==> src/rtl/rst_ctrl_sonata.sv <==
// System reset sequencer: synchronizes PLL lock and the board button, debounces the
// button, and releases the active-low system reset after a stretch once all is quiet.
//
// state     | meaning
// ----------+-------------------------------------------------------------
// ASSERT    | reset just (re)asserted, one-cycle landing state
// WAIT_LOCK | waiting for synchronized lock and a released button
// STRETCH   | release conditions met, holding reset for StretchCycles
// RUN       | system out of reset, watching for lock/button/software causes
module rst_ctrl_sonata #(
    parameter int SyncStages     = 2,
    parameter int DebounceCycles = 1000,
    parameter int StretchCycles  = 64,
    parameter int LossCntW       = 8
) (
    input  logic                clk_i,
    input  logic                rst_i,
    input  logic                locked_pll_i,
    input  logic                ext_rst_ni,
    input  logic                sw_rst_req_i,
    output logic                rst_sys_no,
    output logic                in_reset_o,
    output logic [2:0]          rst_cause_o,
    output logic [LossCntW-1:0] lock_loss_cnt_o
);

    localparam int DbW = $clog2(DebounceCycles);
    localparam int StW = (StretchCycles > 1) ? $clog2(StretchCycles) : 1;

    localparam logic [DbW-1:0]      DbLoad  = DbW'(DebounceCycles - 1);
    localparam logic [DbW-1:0]      DbOne   = DbW'(1);
    localparam logic [StW-1:0]      StLoad  = StW'(StretchCycles - 1);
    localparam logic [StW-1:0]      StOne   = StW'(1);
    localparam logic [LossCntW-1:0] LossOne = LossCntW'(1);

    localparam logic [2:0] CauseLock = 3'b001;
    localparam logic [2:0] CauseBtn  = 3'b010;
    localparam logic [2:0] CauseSw   = 3'b100;

    typedef enum logic [1:0] {
        ST_ASSERT,
        ST_WAIT_LOCK,
        ST_STRETCH,
        ST_RUN
    } state_t;

    state_t                state;
    logic [SyncStages-1:0] lock_sync;
    logic [SyncStages-1:0] btn_sync;
    logic                  lock_s;
    logic                  btn_s;
    logic                  btn_db;
    logic [DbW-1:0]        db_cnt;
    logic [StW-1:0]        st_cnt;

    always_ff @(posedge clk_i) begin
        if (rst_i) begin
            lock_sync <= '0;
            btn_sync  <= '1;
        end else begin
            lock_sync <= {lock_sync[SyncStages-2:0], locked_pll_i};
            btn_sync  <= {btn_sync[SyncStages-2:0], ext_rst_ni};
        end
    end

    assign lock_s = lock_sync[SyncStages-1];
    assign btn_s  = btn_sync[SyncStages-1];

    // db_cnt holds the differing samples still needed; any agreeing sample reloads it.
    always_ff @(posedge clk_i) begin
        if (rst_i) begin
            btn_db <= 1'b1;
            db_cnt <= DbLoad;
        end else if (btn_s == btn_db) begin
            db_cnt <= DbLoad;
        end else if (db_cnt == '0) begin
            btn_db <= btn_s;
            db_cnt <= DbLoad;
        end else begin
            db_cnt <= db_cnt - DbOne;
        end
    end

    // rst_sys_no is loaded alongside the state, high only when the next state is RUN.
    always_ff @(posedge clk_i) begin
        if (rst_i) begin
            state           <= ST_ASSERT;
            rst_sys_no      <= 1'b0;
            rst_cause_o     <= CauseLock;
            lock_loss_cnt_o <= '0;
            st_cnt          <= StLoad;
        end else begin
            rst_sys_no <= 1'b0;
            case (state)
                ST_ASSERT: begin
                    state <= ST_WAIT_LOCK;
                end
                ST_WAIT_LOCK: begin
                    if (lock_s && btn_db) begin
                        state  <= ST_STRETCH;
                        st_cnt <= StLoad;
                    end
                end
                ST_STRETCH: begin
                    if (!lock_s) begin
                        state       <= ST_ASSERT;
                        rst_cause_o <= CauseLock;
                    end else if (!btn_db) begin
                        state       <= ST_ASSERT;
                        rst_cause_o <= CauseBtn;
                    end else if (st_cnt == '0) begin
                        state      <= ST_RUN;
                        rst_sys_no <= 1'b1;
                    end else begin
                        st_cnt <= st_cnt - StOne;
                    end
                end
                ST_RUN: begin
                    if (!lock_s) begin
                        state       <= ST_ASSERT;
                        rst_cause_o <= CauseLock;
                        if (lock_loss_cnt_o != '1) begin
                            lock_loss_cnt_o <= lock_loss_cnt_o + LossOne;
                        end
                    end else if (!btn_db) begin
                        state       <= ST_ASSERT;
                        rst_cause_o <= CauseBtn;
                    end else if (sw_rst_req_i) begin
                        state       <= ST_ASSERT;
                        rst_cause_o <= CauseSw;
                    end else begin
                        rst_sys_no <= 1'b1;
                    end
                end
                default: begin
                    state <= ST_ASSERT;
                end
            endcase
        end
    end

    assign in_reset_o = ~rst_sys_no;

endmodule

==> config.mk <==
export PLATFORM = sky130hd
export DESIGN_NAME = rst_ctrl_sonata
export DESIGN_NICKNAME = d
export VERILOG_FILES = /design/src/rtl/rst_ctrl_sonata.sv
export SDC_FILE = /design/constraint.sdc
export NUM_CORES = 1
export LEC_CHECK = 0
export ABC_AREA = 1
export CORE_ASPECT_RATIO = 1.4
export CORE_UTILIZATION = 25
export CTS_CLUSTER_DIAMETER = 120
export DETAILED_ROUTE_END_ITERATION = 8
export PLACE_DENSITY = 0.48
export SETUP_SLACK_MARGIN = 0.1
export SLEW_MARGIN = 25
export SYNTH_ARGS = -nofsm -noshare
export SYNTH_HDL_FRONTEND = slang
export SYNTH_SLANG_ARGS = --single-unit
==> constraint.sdc <==
create_clock -name clk_i -period 1.1 [get_ports clk_i]
set_input_delay 0.22 -clock clk_i [delete_from_list [all_inputs] [get_ports clk_i]]
set_output_delay 0.22 -clock clk_i [all_outputs]
set_load 0.02 [all_outputs]
==> metrics.md <==
| Metric | Value |
|---|---|
| Outcome | finished with violations |
| Failing checks | setup timing |
| Post-DP Area | 2500 um2 |
| Synthesis-stage register bit count | 35 |
| Crit-path max FO | 6 |
| Final core utilization | 45.7% |
| Worst-margin pin slew | 0.243 ns |
| Netlist cell types | 28 |
| Die Width | 72.9 um |
| R2R setup slack | -0.11 ns |
| Clock Tree Buf Depth | 2 |
| H-tree levels | 2 |
| DRT antenna net count | 0 |
| Worst-path cell chain | inv_2, ha_4, nand4_1, nand2_4, nand2_4, nand2_1, nand3_1 |
| Share of cells above drive strength 1 | 56.8% |
| Critical Path Sink | st_cnt[4]$_SDFFE_PP1P_ |
| IO Count | 18 |
| Drt first pass iters | 4 |
| Skew final | 0.00404 ns |
| CP Buf/Inv Count | 1 |
| First-pass GRT wire length | 7.69 mm |
| Ranking of synthesized cells by area | dfxtp_1, nand2_1, nand3_1, nor2_1, inv_1 |
| Count leader, synth | nand2_1 |
| Hold WC Path Type | reg2reg |
| Port Buffers | 17 |
| Post-synth top area share | 39.8% |
| Final Cycle Share | 110% |
| Critical Path Stages | 7 |
| EDFF count, synth | 0 |
| Max Clk Rate | 824 MHz |
| Die Span Y | 101 um |
| Most used DFF post-synth | dfxtp_1 |
| Row Count | 35 |
| CP peak stage delay | 0.33 ns |
| CTS tree | yes |
| Diode count | 0 |
| Tot GR Track Use | 13.2% |
| Initial Util | 26.3% |
| Die area | 7390 um2 |
| Asr flop ratio synth | 0% |
| Largest net degree at the start of global routing | 14 |
| Core area | 6700 um2 |
| DR iter-0 viols | 30 |
| Lkg Pwr | 1.35 nW |
| Antenna violations before repair | 0 |
| Maximum VDD drop | 0.613 mV |
| Worst reg2reg startpoint | st_cnt[0]$_SDFFE_PP1P_ |
| PwrDens | 1070 nW/um2 |
| Critical path's slowest cell | dfxtp_2 |
| CP Launch Type | flop |
| Ys Warns | 0 |
| Clk Latency, worst-skew pair | 0.28 ns |
| Worst r2r dst | st_cnt[4]$_SDFFE_PP1P_ |
| Clock Sinks | 35 |
| Setup crit end kind | flop |
| Syn Area/Cell | 7.08 um2 |
| Layout area overhead | 73.7% |
| Vias in the first global route | 1804 |
| Crit-path leading delay family | simple AND/OR/NAND/NOR gates |
| Layout net count | 338 |
| Crit path kind | reg2reg |
| CP arrival | 1.39 ns |
| List of most frequent post-synthesis cells | nand2_1, dfxtp_1, nand3_1 |
| Final Wtd Congestion | 0.780 |
| CP required | 1.27 ns |
| Relative slew margins | 83.8% |
| Clock Pin Slew Worst Setup and Hold Paths | 0.07 ns |
| Overall power | 3.27 mW |
| Synthesized instance count | 249 |
| Post-synthesis net count | 259 |
| Final Hold Fails | 0 |
| Design area | 3060 um2 |
| Worst Hold Depth | 1 |
| Crit-path most repeated cell | nand2_4 |
| # setup viols final | 25 |
| DRC | 0 |
| Seq/Total Area, Yosys | 39.8% |
| Max-slew violation count | 0 |
| Total vias in the final route | 1826 |
| RSZ-0062 raised after global routing | yes |
| Tmin final | 1.21 ns |
| Final wirelength | 4.37 mm |
| Hold buffer count at cts | 0 |
| TritonCTS Buffers | 5 |
| Final setup margin | -0.114 ns |
| Critical path origin | st_cnt[0]$_SDFFE_PP1P_ |
| WL per Instance | 10.4 um |
| Synthesized area | 1760 um2 |
| Avg Vias per Cell | 4.34 |
| Max Cap Violations | 0 |
| HPWL after DPL | 2.98 mm |
| Clk root buf | clkbuf_8 |
| Worst reg2reg path depth | 7 |
| Global route overflow | 0 |
| Yosys top cell by area | dfxtp_1 |
-- kinds of logic after synthesis --
group | synth area share [%]
AND/OR/NAND/NOR | 41.1
adder cells (fa/ha/maj) | 3.55
XOR/XNOR | 1.99
buffers and inverters | 7.17
AO/OA/AOI/OAI | 6.39
flip-flops | 39.8
-- metal layers --
layer / share of wire [%] / track usage, % / wire length [um]
met1: 43 / 14.6 / 1860
met4: 0.89 / 4.52 / 39
met3: 2.1 / 2.69 / 91
met2: 54 / 24.7 / 2380
met5: 0 / 0 / 0
-- stage by stage --
step	worst slack (ns)	hold WS (ns)	setup TNS, ns	cells
floorplan	-0.0383	0.324	-0.200	249
global placement	-0.292	0.392	-5.88	401
detailed placement	-0.298	0.396	-6.04	401
CTS	-0.106	0.407	-1.12	417
global route	-0.224	0.433	-3.62	421
finish	-0.114	0.414	-1.42	421
-- final cells by class --
type,instances,area (um2)
Clock buffer,7,86.3
Clock inverter,1,3.75
Fill cell,683,3640
Inverter,30,140
Multi-Input combinational cell,182,1290
Sequential cell,35,752
Tap cell,92,115
Timing Repair Buffer,74,667
-- registers in the layout (all words and copies together), names as in the netlist --
register,cells
lock_loss_cnt_o,8
btn_db,1
lock_sync,2
st_cnt,6
db_cnt,10
state,2
btn_sync,2
rst_sys_no,1
rst_cause_o,3
-- what timing repair did --
| item | 4_1_cts | 5_1_grt |
|---|---|---|
| endpoints found under the hold margin | 0 | 0 |
| gates cloned | 1 | 0 |
| setup buffers | 8 | 5 |
| setup endpoints to repair | 44 | 44 |
| pin swaps | 22 | 25 |
| gates resized for setup | 119 | 62 |
-- worst min path at each step --
stage | slack (ns) | startpoint | to
2_1_floorplan | 0.32 | ext_rst_ni | btn_sync[0]$_SDFF_PP1_
3_3_place_gp | 0.39 | btn_sync[0]$_SDFF_PP1_ | btn_sync[1]$_SDFF_PP1_
3_5_place_dp | 0.40 | lock_sync[0]$_SDFF_PP0_ | lock_sync[1]$_SDFF_PP0_
4_1_cts | 0.41 | lock_sync[0]$_SDFF_PP0_ | lock_sync[1]$_SDFF_PP0_
5_1_grt | 0.43 | lock_sync[0]$_SDFF_PP0_ | lock_sync[1]$_SDFF_PP0_
6_report | 0.41 | btn_sync[0]$_SDFF_PP1_ | btn_sync[1]$_SDFF_PP1_
-- worst register-to-register path, delay by kind of cell (launching register included) --
| family | cells | cell delay, ns |
|---|---|---|
| and+or+nand+nor | 5 | 0.59 |
| DFF | 1 | 0.33 |
| adders and majority gates | 1 | 0.12 |
| buffers and inverters | 1 | 0.08 |
-- cells in the final DEF (no fill, tap or decap), types with 2 or more instances in the layout --
cell             count
nand2_1             48
buf_4               43
buf_6               27
nand3_1             23
inv_1               16
nor2_1              15
dfxtp_2             14
nand2_4             13
dfxtp_1             12
nor2_4              11
nand3_2              9
dfxtp_4              9
a21oi_2              8
inv_2                7
nor2_2               7
nand2_2              7
nand4_1              7
or2_2                6
clkbuf_8             6
inv_4                4
ha_4                 4
clkdlybuf4s50_1      4
o21ai_0              3
a21oi_1              3
o21ai_1              3
xnor2_1              2
xor2_1               2
o21ai_2              2
nand2_8              2
nand3_4              2
-- where the power goes --
part / switching (mW) / internal [mW]
clock: 0.463 / 0.502
sequential: 0.138 / 1.37
combinational: 0.421 / 0.377
Power figures use the tool's default switching activity.
